`config.mk`:
```
export PLATFORM = sky130hd
export DESIGN_NAME = branch_target_pipe
export DESIGN_NICKNAME = d
export VERILOG_FILES = /design/src/rtl/branch_target_pipe.sv
export SDC_FILE = /design/constraint.sdc
export NUM_CORES = 1
export LEC_CHECK = 0
export CAP_MARGIN = 5
export CORE_MARGIN = 3
export CORE_UTILIZATION = 48
export CTS_CLUSTER_SIZE = 24
export DETAILED_ROUTE_END_ITERATION = 7
export HOLD_SLACK_MARGIN = 0.02
export MAX_ROUTING_LAYER = met4
export PLACE_DENSITY_LB_ADDON = 0.3
export SYNTH_ARGS = -nofsm -noshare
export SYNTH_HDL_FRONTEND = slang
export SYNTH_SLANG_ARGS = --single-unit
```
`constraint.sdc`:
```
create_clock -name clk -period 2.65 [get_ports clk]
set_clock_uncertainty 0.1 [all_clocks]
set_input_delay 0.53 -clock clk [delete_from_list [all_inputs] [get_ports clk]]
set_output_delay 0.53 -clock clk [all_outputs]
set_load 0.1 [all_outputs]
```
`src/rtl/branch_target_pipe.sv`:
```
// Two-stage next-PC / branch-target generator with valid/ready flow control.
// S1 forms PC+inc, the scaled branch offset and the jump field; S2 selects and holds the target.
module branch_target_pipe #(
    parameter int ADDR_W = 32,
    parameter int IMM_W  = 16,
    parameter int JIDX_W = 26,
    parameter int SHIFT  = 2,
    parameter int PC_INC = 4
) (
    input  logic              clk,
    input  logic              rst_n,
    input  logic              in_valid,
    output logic              in_ready,
    input  logic [ADDR_W-1:0] in_pc,
    input  logic [JIDX_W-1:0] in_imm,
    input  logic [1:0]        in_mode,
    output logic              out_valid,
    input  logic              out_ready,
    output logic [ADDR_W-1:0] out_target,
    output logic [ADDR_W-1:0] out_pc_next,
    output logic              out_wrap,
    output logic              out_illegal
);
    localparam int JT_W = JIDX_W + SHIFT;

    localparam logic [1:0] MODE_BRANCH = 2'b00;
    localparam logic [1:0] MODE_JUMP   = 2'b01;
    localparam logic [1:0] MODE_SEQ    = 2'b10;

    function automatic logic signed [ADDR_W-1:0] scale_offset(input logic [IMM_W-1:0] imm);
        logic signed [ADDR_W-1:0] ext;
        ext = {{(ADDR_W-IMM_W){imm[IMM_W-1]}}, imm};
        return ext <<< SHIFT;
    endfunction

    // Returns {wrap, sum}. A negative offset wraps when the unsigned add does NOT carry.
    function automatic logic [ADDR_W:0] add_offset(input logic [ADDR_W-1:0]        base,
                                                   input logic signed [ADDR_W-1:0] off);
        logic [ADDR_W:0] raw;
        raw = {1'b0, base} + {1'b0, off};
        return {raw[ADDR_W] ^ off[ADDR_W-1], raw[ADDR_W-1:0]};
    endfunction

    logic s1_adv;
    logic s2_adv;
    logic accept_p0;
    logic vld_p1;
    logic vld_p2;

    assign s2_adv    = ~vld_p2 | out_ready;
    assign s1_adv    = ~vld_p1 | s2_adv;
    assign in_ready  = s1_adv;
    assign accept_p0 = in_valid & s1_adv;

    always_ff @(posedge clk or negedge rst_n) begin
        if (!rst_n) begin
            vld_p1 <= 1'b0;
            vld_p2 <= 1'b0;
        end else begin
            if (s1_adv) vld_p1 <= in_valid;
            if (s2_adv) vld_p2 <= vld_p1;
        end
    end

    // ---- stage 0 -> 1: operand preparation ----
    logic [ADDR_W:0]          pcn_sum_p0;
    logic signed [ADDR_W-1:0] off_p0;
    logic [JT_W-1:0]          jt_p0;

    assign pcn_sum_p0 = {1'b0, in_pc} + (ADDR_W+1)'(PC_INC);
    assign off_p0     = scale_offset(in_imm[IMM_W-1:0]);
    assign jt_p0      = {in_imm, {SHIFT{1'b0}}};

    logic [ADDR_W-1:0]        pcn_p1;
    logic                     pcn_carry_p1;
    logic signed [ADDR_W-1:0] off_p1;
    logic [JT_W-1:0]          jt_p1;
    logic [1:0]               mode_p1;

    always_ff @(posedge clk) begin
        if (accept_p0) begin
            pcn_p1       <= pcn_sum_p0[ADDR_W-1:0];
            pcn_carry_p1 <= pcn_sum_p0[ADDR_W];
            off_p1       <= off_p0;
            jt_p1        <= jt_p0;
            mode_p1      <= in_mode;
        end
    end

    // ---- stage 1 -> 2: target selection ----
    logic [ADDR_W:0]   br_p1;
    logic [ADDR_W-1:0] target_p1;
    logic              wrap_p1;
    logic              illegal_p1;

    assign br_p1 = add_offset(pcn_p1, off_p1);

    always_comb begin
        target_p1  = pcn_p1;
        wrap_p1    = pcn_carry_p1;
        illegal_p1 = 1'b0;
        case (mode_p1)
            MODE_BRANCH: begin
                target_p1 = br_p1[ADDR_W-1:0];
                wrap_p1   = br_p1[ADDR_W];
            end
            MODE_JUMP: begin
                target_p1 = {pcn_p1[ADDR_W-1:JT_W], jt_p1};
                wrap_p1   = 1'b0;
            end
            MODE_SEQ: begin
                target_p1 = pcn_p1;
            end
            default: begin
                illegal_p1 = 1'b1;
            end
        endcase
    end

    logic [ADDR_W-1:0] target_p2;
    logic [ADDR_W-1:0] pc_next_p2;
    logic              wrap_p2;
    logic              illegal_p2;

    always_ff @(posedge clk or negedge rst_n) begin
        if (!rst_n) begin
            target_p2  <= '0;
            pc_next_p2 <= '0;
            wrap_p2    <= 1'b0;
            illegal_p2 <= 1'b0;
        end else if (s2_adv && vld_p1) begin
            target_p2  <= target_p1;
            pc_next_p2 <= pcn_p1;
            wrap_p2    <= wrap_p1;
            illegal_p2 <= illegal_p1;
        end
    end

    assign out_valid   = vld_p2;
    assign out_target  = target_p2;
    assign out_pc_next = pc_next_p2;
    assign out_wrap    = wrap_p2;
    assign out_illegal = illegal_p2;

endmodule

```
# Word level (Yosys, flattened, before mapping)
# Cells that the tools add are included.
# op_classes
add_sub_neg	2
eq_ne	2
muxes	3
bitwise_logic	6
reduce_logical	3
# ops
cell	n
$pmux W32 S2	1
$add A32 B3 Y33 const B	1
$add A32 B32 Y33	1
$reduce_or A3 Y1	1
$eq A2 B1 Y1 const B	1
$eq A2 B2 Y1 const B	1
$logic_not A2 Y1	1
$not A1 Y1	2
$or A1 B1 Y1	2
$pmux W1 S2	1
$and A1 B1 Y1	1
$logic_and A1 B1 Y1	1
$mux W1	1
$xor A1 B1 Y1	1
# word_totals
register_bits	145
input_bits	64

# Longest topological paths before layout
# Gate-level depths: netlist of run 1.
# depth
word_depth	4
depth_mapped	11
depth_no_buf	11

# Worst setup path after synthesis of run 1
# OpenSTA, ideal clock, no wires.
# synth_path
kind	flip-flop to flip-flop
startpoint	reg vld_p2, in the netlist out_valid
endpoint	reg jt_p1[10], enable pin
setup_time_ps	425
arrival_ps	3303
required_ps	2125
slack_ps	-1178
path_stages_with_launch	3
synth_period_minus_slack_ps	3828
cell_sequence	dfrtp_1 nand3b_1 and2_1
# synth_via
elab_chain_cells	4
# synth_rtl
item	line	rtl
start: declaration	48	logic vld_p2;
start signal: assignment	61	if (s2_adv) vld_p2 <= vld_p1;
$not A1 Y1	50	assign s2_adv = ~vld_p2 | out_ready;
$or A1 B1 Y1	50	
$or A1 B1 Y1	51	assign s1_adv = ~vld_p1 | s2_adv;
net in_ready	13	output logic in_ready,
$and A1 B1 Y1	53	assign accept_p0 = in_valid & s1_adv;
net accept_p0	46	logic accept_p0;
end signal: assignment	85	jt_p1 <= jt_p0;
end: declaration	77	logic [JT_W-1:0] jt_p1;
# The timed path passes the listed nets, and every way through them passes these cells.
# A chain may end at the register's enable or synchronous reset.

# Worst setup path after layout of run 1
# layout_path
startpoint	reg pcn_p1[2]
endpoint	reg wrap_p2, in the netlist out_wrap
# layout_via
elab_chain_cells	3
# layout_rtl
item	line	rtl
start: declaration	74	logic [ADDR_W-1:0] pcn_p1;
start signal: assignment	82	pcn_p1 <= pcn_sum_p0[ADDR_W-1:0];
$add A32 B32 Y33	40	raw = {1'b0, base} + {1'b0, off};
$xor A1 B1 Y1	41	return {raw[ADDR_W] ^ off[ADDR_W-1], raw[ADDR_W-1:0]};
$pmux W1 S2	102	case (mode_p1)
end signal: assignment	134	wrap_p2 <= wrap_p1;
end: declaration	122	logic wrap_p2;
# Every way passes these cells.

==> results of run 1 <==
## stage by stage
stage | setup slack (ns) | total power, mW | cells
final | -0.106 | 7.80 | 1093
after global routing | -0.207 | 8.10 | 1093
after CTS | -0.125 | 7.77 | 1088
after detailed placement | -0.192 | 5.47 | 1051
after global placement | -0.0849 | 5.43 | 1051
after floorplan | 0.0279 | 4.60 | 692
## cells in the final DEF, fill, tap and decap left out, types with 5 or more instances in the layout
cell type        synthesis  final
clkinv_2                 0      6
xor2_1                  16     13
clkbuf_16                0     19
o22ai_1                 13     13
nor2_1                  34     34
nand4_1                 10     10
edfxtp_1                61     61
buf_4                    0    155
ha_1                    31     28
clkdlybuf4s50_1          0     62
a21oi_1                 34     31
nand3_1                 20     18
o21ai_1                  3      6
inv_1                   11     10
a221oi_1                11      9
and3_1                  10     10
xnor2_1                 34     34
a21o_1                  13     13
nand2_1                152    150
dfrtp_1                 68     67
o211ai_1                 6      6
and4_1                   7      7
nor3_1                   5      5
o21ai_0                 40     34
## cell families after synthesis
kind of cell | Yosys count | share of synthesized area (%)
AND/OR/NAND/NOR | 266 | 17.4
AO/OA/AOI/OAI | 163 | 15.8
flip-flops | 129 | 51.3
XOR/XNOR | 50 | 6.36
buffers and inverters | 48 | 2.65
adder cells (fa/ha/maj) | 32 | 5.92
multiplexers | 4 | 0.581
## report_power, final
part / switching, mW / internal, mW
combinational: 2.15 / 0.834
clock: 0.851 / 1.42
sequential: 0.178 / 2.37
total: 3.18 / 4.62
## registers in the layout, indices dropped and copies added, names as in the netlist
register / count
pcn_carry_p1: 1
jt_p1: 26
out_illegal: 1
mode_p1: 2
out_valid: 1
out_wrap: 1
pcn_p1: 32
out_pc_next: 32
vld_p1: 1
out_target: 32
## area by class of cell
type	count	share of cell area, %
well taps	180	2.34
diodes	1	0.0260
clock inverters	9	0.781
clock buffers	23	5.21
inverters	11	0.430
multi-input cells	515	34.6
flip-flops and latches	129	36.8
repair buffers	225	19.8
## synthesized netlist by cell type, drive strengths merged, types with 13 or more instances
library cell,count
clkbuf,34
edfxtp,61
a21o,13
ha,31
o21ai,43
nor2,34
a21oi,35
nand2,152
xnor2,34
xor2,16
o22ai,13
dfrtp,68
nand3,22
## layer usage
| layer | up-vias | global-route usage, % |
|---|---|---|
| li1 | 2910 | - |
| met1 | 2873 | 38.2 |
| met2 | 227 | 37.4 |
| met3 | 23 | 6.74 |
| met4 | 0 | 6.94 |
| met5 | - | - |
## what timing repair did
item / 4_1_cts / 5_1_grt
setup endpoints to repair: 12 / 21
setup buffers: 5 / 4
gates resized for setup: 16 / 26
pin swaps: 15 / 26
gates cloned: 0 / 0
## worst max-delay path: cells and delay by family (launching register included)
| family | cells | cell delay (ns) |
|---|---|---|
| AND/OR/NAND/NOR | 1 | 0.23 |
| XOR/XNOR | 1 | 0.16 |
| AO/OA/AOI/OAI | 6 | 1.18 |
| adder cells (fa/ha/maj) | 2 | 0.54 |
| buffers and inverters | 1 | 0.04 |
| flip-flops | 1 | 0.38 |
## worst paths after layout
check                      cells after the start          start        endpoint
hold / removal                                 1          rst_n  out_target[16]
setup / recovery                              11      pcn_p1[2]        out_wrap
min in group clk                               2  out_target[1]   out_target[1]
setup reg to reg                              11      pcn_p1[2]        out_wrap
max in group asynchronous                      2          rst_n       out_valid
hold reg to reg                                2  out_target[1]   out_target[1]
==> flow_summary.toml, run 1 <==
[timing]
tightest_slew_ns = 0.768
hold_ws_ns = 0.0403
hold_viol_final = 0
timing.final.ws_setup_ns = -0.106
slew_viol_final = 0
final.min_clock_period_ns = 2.76
rsz0062_at_grt = "true"
setup_violations = 6
fin_tns_setup_ns = -0.280
period_share_pct = 104
timing.fmax_mhz = 363
max_slew_margin_pct = 48.7

[synth]
async_reset_ff_share_pct = 52.7
ys_types = 58
synth_top_cell_by_area = "edfxtp_1"
ys.warnings.count = 0
synthesis.area_sq_um = 6890
synth_area_leaders = "edfxtp_1, dfrtp_1, nand2_1, ha_1, xnor2_1"
synth_top_area_share_pct = 26.6
synth_nets = 788
synth_edf_count = 61
ys.flop_type = "dfrtp_1"
syn_area_per_cell_sq_um = 9.95
yosysSeqAreaShare_pct = 51.3
syn_inst = 692
synth_seq_cells = 129

[placed_design]
io_buffers = 131
place_hpwl_um = 15400
routabilityCongestion = 0.952
placed_cell_area_sq_um = 8800

[clock_network]
cts.path.max_buffers = 2
clkTransAtPathRegs_ns = 0.06
cts_hold_buf = 0
cts_tree = "built"
htree_levels = 4
worst_skew_pair.late_latency_ns = 0.42
cts.sinks = 129
cts_buffers = 17
cts_root_buffer = "clkbuf_16"

[grt]
grt_pass1_wl_um = 31800
grt_max_degree = 47
grt_overflow = 0
antenna_found_initial = 1
track_usage_pct = 26.4
grt_pass1_vias = 5892

[power_and_ir_drop]
p_per_area_nw_per_um2 = 812
p_leak_nw = 4.22
ir_drop_mv = 0.483

[finish]
drive_above_1_share_pct = 25.9
fin_util_pct = 69.0
syn_to_final_growth_pct = 39.6
regArea_sq_um = 3530
finalInstanceArea_sq_um = 9610
multiInputGateArea_sq_um = 3330
fill_cells = 1077
fin_nets = 995

[die]
coreArea_sq_um = 13900
rows = 43
die_h_um = 126
design.die.area_sq_um = 15800
top_level_ports = 132
start_util_pct = 49.4
die_x_um = 126

[setup_path]
crit_fanout = 4
critical-path-max-stage-delay_ns = 0.38
crit_type = "reg2reg"
cp-start-kind = "flip-flop"
crit_required_ns = 2.84
cp.arrival_ns = 2.94
cp-end-kind = "flip-flop"
cp_cell_sequence = "ha_2, inv_2, fa_2, and2b_1, o211ai_2, a31oi_4, a211oi_2, a41o_2, o41ai_2, xnor2_1, o22ai_1"
crit_path_top_delay_cell = "edfxtp_1"
rrSetupSlack_ns = -0.11

[drt]
drt-initial-drc-count = 423
routedWlPerCell_um = 18.4
num_vias = 6033
antenna_left = 0
wl_met3_um = 1600
wl_met1_um = 9590
wirelength_um = 20100
wl_met2_um = 8610
dr.pass1.iters = 5
top_layer = "met4"
via_per_inst = 5.52
drc = 0

[min_path]
min-delay-path-class = "in2async"

[run]
maxCapViolations = 0

[run_status]
violations = "negative setup slack"
status = "complete, but fails checks"
Note: power is estimated with default switching activity, not from simulation.
==> run 2: changes to the inputs <==
Settings changed: CAP_MARGIN 5 to 20, CORE_UTILIZATION 48 to 58, DONT_BUFFER_PORTS set to 1.
Clock period 2.65 ns to 2.2 ns, I/O delays scaled along.
==> run 2 against run 1 <==
Net effect: the run still ends with negative setup slack left; count of clock-buffer cells in the layout is 5 lower; first-iteration DRC count is 83% higher; routed wire length is 20% higher; flip-flop and latch count stayed put; sequential power is 19% higher; setup slack worse by 0.47 ns; final area is 3.8% higher; global-route usage is 10 points higher; power is 22% higher; sequential share of layout area is 1.3 points lower; highest routed layer unchanged.
==> flow_summary.toml, run 2 (synthesized netlist as in run 1, its figures left out) <==
[timing]
hold_viol_final = 0
timing.final.ws_setup_ns = -0.579
max_slew_margin_pct = 36.0
tightest_slew_ns = 0.960
timing.fmax_mhz = 360
setup_violations = 24
rsz0062_at_grt = "true"
final.min_clock_period_ns = 2.78
slew_viol_final = 0
period_share_pct = 126

[min_path]
holdPathStages = 1
whs_endpoint = "vld_p1"
min-delay-start = "in_valid"
min-delay-path-class = "in2reg"

[drt]
antenna_left = 0
via_per_inst = 6.20
wirelength_um = 24000
top_layer = "met4"
wl_met2_um = 11500
drt-initial-drc-count = 775
dr.pass1.iters = 5
wl_met1_um = 9410
wl_met3_um = 2380
routedWlPerCell_um = 22.5
num_vias = 6610
drc = 0

[die]
coreArea_sq_um = 11500
design.die.area_sq_um = 13200
rows = 39
die_h_um = 115
start_util_pct = 59.8
die_x_um = 115
top_level_ports = 132

[setup_path]
cp-end-kind = "flip-flop"
r2r-start = "pcn_p1[2]"
rrSetupSlack_ns = -0.58
rr_worst_depth = 13
cp-start-kind = "flip-flop"
cp_cell_sequence = "ha_4, inv_2, fa_2, and2b_1, o211ai_2, buf_4, a31o_2, o211ai_1, buf_4, a21oi_4, o211ai_1, o31a_1, o21ai_1"
crit_fanout = 3
crit_path_top_delay_cell = "edfxtp_1"
cp.arrival_ns = 2.97
rr_endpoint = "out_target[30]"
cp-startpoint = "pcn_p1[2]"
crit_type = "reg2reg"
crit_required_ns = 2.39
critical-path-max-stage-delay_ns = 0.42

[run_status]
violations = "negative setup slack"
status = "complete, but fails checks"

[placed_design]
routabilityCongestion = 0.915
placed_cell_area_sq_um = 8470
pre_cts_slack_ns = -0.479
place_hpwl_um = 15000
io_buffers = 0

[grt]
grt_overflow = 0
antenna_found_initial = 0
grt_max_degree = 69
grt_pass1_wl_um = 35500
track_usage_pct = 36.6
grt_pass1_vias = 6671

[clock_network]
clkTransAtPathRegs_ns = 0.06
htree_levels = 4
worst_skew_pair.late_latency_ns = 0.43
cts_tree = "built"
cts.sinks = 129
cts_root_buffer = "clkbuf_16"
cts_buffers = 17
cts.path.max_buffers = 2

[power_and_ir_drop]
p_switching_mw = 4.05
p_comb_share_pct = 41.3
p_sw_share_pct = 42.7
p_leak_nw = 4.36
pwr-share-seq_pct = 32.1
ir_drop_mv = 0.880
p_int_mw = 5.43
clockPowerShare_pct = 26.6
p_per_area_nw_per_um2 = 951

[finish]
finalInstanceArea_sq_um = 9980
layout_commonest_cell = "buf_4"
final_cell_mix = "buf_4, nand2_1, dfrtp_1"
fill_cells = 582
antenna_cells = 0
drive_above_1_share_pct = 35.0
syn_to_final_growth_pct = 44.9
fin_nets = 1006

[run]
maxCapViolations = 0
[run 2: power by group through the flow]
stage               combinational (mW)  clock, mW  sequential [mW]
floorplan                        0.898          0             4.70
global placement                  3.44          0             3.05
detailed placement                3.49          0             3.07
CTS                               3.74       2.55             3.03
global route                      4.07       2.63             3.06
finish                            3.92       2.52             3.04
[run 2: layer usage]
metal	global-route usage, %	up-vias
met5	-	-
met4	12.8	0
met3	8.32	69
met2	57.9	440
met1	46.5	3179
li1	-	2922
[run 2: cell type report]
cell class	count	area [sq um]	area share, %
tap	143	179	1.79
inverter	11	41.3	0.414
sequential	129	3540	35.4
clock inverter	14	91.3	0.915
multi-input combinational	515	3770	37.8
timing repair buffer	236	1920	19.2
clock buffer	18	439	4.40
[run 2: worst max-delay path by stage]
stage / endpoint / cells after the start
floorplan: jt_p1[10] / 2
global placement: out_wrap / 12
detailed placement: out_target[30] / 13
CTS: out_target[30] / 13
global route: out_wrap / 12
finish: out_target[30] / 13
[run 2: repair_timing]
action                                 in CTS  in global routing
setup endpoints to repair                  25                 26
hold buffers                               32                  0
endpoints found under the hold margin      98                  0
gates cloned                                1                  0
gates resized for setup                    66                 39
pin swaps                                  35                 29
setup buffers                               9                  9
[run 2: metrics by stage]
| stage | instances | setup TNS (ns) | util [%] | hold WS (ns) | power [mW] |
|---|---|---|---|---|---|
| 3_3_place_gp | 986 | -6.69 | 73.6 | 0.0462 | 6.49 |
| 4_1_cts | 1060 | -5.47 | 84.6 | 0.0208 | 9.31 |
| 6_report | 1066 | -8.41 | 86.7 | 0.0403 | 9.49 |
| 3_5_place_dp | 986 | -8.79 | 73.6 | 0.0462 | 6.56 |
| 5_1_grt | 1066 | -10.69 | 86.7 | 0.0229 | 9.77 |
| 2_1_floorplan | 692 | -26.65 | - | 0.0444 | 5.59 |
[run 2: critical path: cells and delay by family, from the launching register on]
family,cells,cell delay [ns]
compound gates,7,0.97
buf+inv,3,0.37
simple gates,1,0.26
fa+ha+maj,2,0.52
flops,1,0.42
==> run 3: changes to the inputs <==
Settings changed: CORE_MARGIN 3 to 2.
==> run 3 against run 2 <==
Net effect: the run ends with design-rule violations, negative setup slack left; routed wire length rose by 1.2%; global-route usage grew 0.62 points; first-iteration DRC count up 29%; final cell count about the same; sequential share of layout area decreased by 0.14 points; power is 3.5% higher; core utilization up 0.35 points; critical path type unchanged; largest power group unchanged.
==> flow_summary.toml, run 3 (synthesized netlist as in run 1, its figures left out) <==
[run_status]
status = "complete, but fails checks"
violations = "design-rule violations, negative setup slack"

[setup_path]
cp.arrival_ns = 2.97
crit_required_ns = 2.38
crit_type = "reg2reg"
cp-start-kind = "flip-flop"
cp-end-kind = "flip-flop"
crit_fanout = 3

[finish]
syn_to_final_growth_pct = 45.5
layout_commonest_cell = "buf_4"
drive_above_1_share_pct = 35.2
fin_util_pct = 87.0
fin_nets = 1007
fill_cells = 539
antenna_cells = 0
final_cell_mix = "buf_4, nand2_1, dfrtp_1"

[clock_network]
clkTransAtPathRegs_ns = 0.05
htree_levels = 4
worst_skew_pair.late_latency_ns = 0.43
cts_buffers = 17
cts.sinks = 129
cts_root_buffer = "clkbuf_16"
cts_tree = "built"
cts.path.max_buffers = 2

[power_and_ir_drop]
ir_drop_mv = 0.806
p_per_area_nw_per_um2 = 980
p_leak_nw = 4.38

[die]
coreArea_sq_um = 11500
design.die.area_sq_um = 12800
top_level_ports = 132
die_h_um = 113
die_x_um = 113
start_util_pct = 59.8
rows = 39

[timing]
slew_viol_final = 0
rsz0062_at_grt = "true"
timing.fmax_mhz = 358
hold_ws_ns = 0.0492
setup_violations = 26
max_slew_margin_pct = 36.3
final.min_clock_period_ns = 2.79
timing.final.ws_setup_ns = -0.595
tightest_slew_ns = 0.956
hold_viol_final = 0
period_share_pct = 127

[grt]
grt_max_degree = 69
grt_overflow = 0
grt_pass1_vias = 6754
track_usage_pct = 37.2
antenna_found_initial = 0
grt_pass1_wl_um = 35500

[placed_design]
place_hpwl_um = 14400
io_buffers = 0
pre_cts_slack_ns = -0.479
routabilityCongestion = 0.994

[drt]
drc = 10
wirelength_um = 24300
num_vias = 6804
dr.pass1.iters = 8
antenna_left = 0
via_per_inst = 6.38
drt-initial-drc-count = 1000
routedWlPerCell_um = 22.8

[run]
maxCapViolations = 0

[min_path]
min-delay-path-class = "in2reg"
run 3: cell types whose count changed in the layout (fill, tap and decap cells not counted), moves of 3 or more:
cell	before	now
clkbuf_1	0	6
clkinvlp_4	5	0
ha_1	16	11
ha_2	0	5
buf_4	192	196
o21ai_0	20	16
bufinv_16	0	3
o21ai_1	16	19
run 3: area by class of cell:
class / instances / area, sq um / share of cell area [%]
clock buffer: 25 / 475 / 4.75
clock inverter: 7 / 108 / 1.07
inverter: 11 / 41.3 / 0.412
multi-input combinational: 515 / 3760 / 37.5
sequential: 129 / 3540 / 35.3
tap: 143 / 179 / 1.79
timing repair buffer: 237 / 1920 / 19.2
run 3: worst paths after layout:
kind	startpoint	to	slack, ns	cells past startpoint
setup reg to reg	jt_p1[2]	out_wrap	-0.59	12
min in group asynchronous	rst_n	out_target[10]	0.49	2
hold reg to reg	pcn_p1[1]	out_pc_next[1]	0.38	2
max in group asynchronous	rst_n	out_valid	1.20	2
hold / removal	in_valid	vld_p1	0.05	1
setup / recovery	jt_p1[2]	out_wrap	-0.59	12
run 3: critical path, cell delays in order (launching register included):
cell      delay (ns)
edfxtp_1        0.43
ha_2            0.22
inv_2           0.06
fa_2            0.20
and2b_2         0.25
o211ai_4        0.20
a31oi_4         0.12
a211oi_2        0.27
a41o_1          0.26
buf_6           0.14
o41ai_4         0.07
xnor2_1         0.24
o22ai_1         0.11
run 3: stage by stage:
step | setup TNS (ns) | power (mW) | instances | cell area, sq um
3_3_place_gp | -6.36 | 6.46 | 984 | 8460
6_report | -8.91 | 9.82 | 1067 | 10000
3_5_place_dp | -8.82 | 6.54 | 984 | 8460
4_1_cts | -6.30 | 9.53 | 1056 | 9660
5_1_grt | -11.48 | 10.1 | 1067 | 10000
2_1_floorplan | -26.65 | 5.59 | 692 | 7030
run 3: power by group:
| group | internal, mW | leakage, nW | switching, mW | total (mW) |
|---|---|---|---|---|
| registers | 2.85 | 1.40 | 0.201 | 3.05 |
| logic | 1.12 | 2.70 | 2.81 | 3.93 |
| clock network | 1.83 | 0.284 | 1.00 | 2.83 |
run 3: timing repair:
action | 4_1_cts | 5_1_grt
hold buffers | 32 | 0
setup buffers | 8 | 11
cloned | 0 | 0
resized for setup | 47 | 61
pin swaps | 26 | 41
endpoints found under the hold margin | 98 | 0
setup endpoints to repair | 25 | 28
run 3: routing by layer:
layer / routed length, um / up-vias / global-route usage [%]
met2: 11700 / 502 / 58.5
met4: 928 / 0 / 14.8
met1: 9150 / 3270 / 46.4
met5: 0 / - / -
met3: 2490 / 113 / 9.69
li1: - / 2919 / -
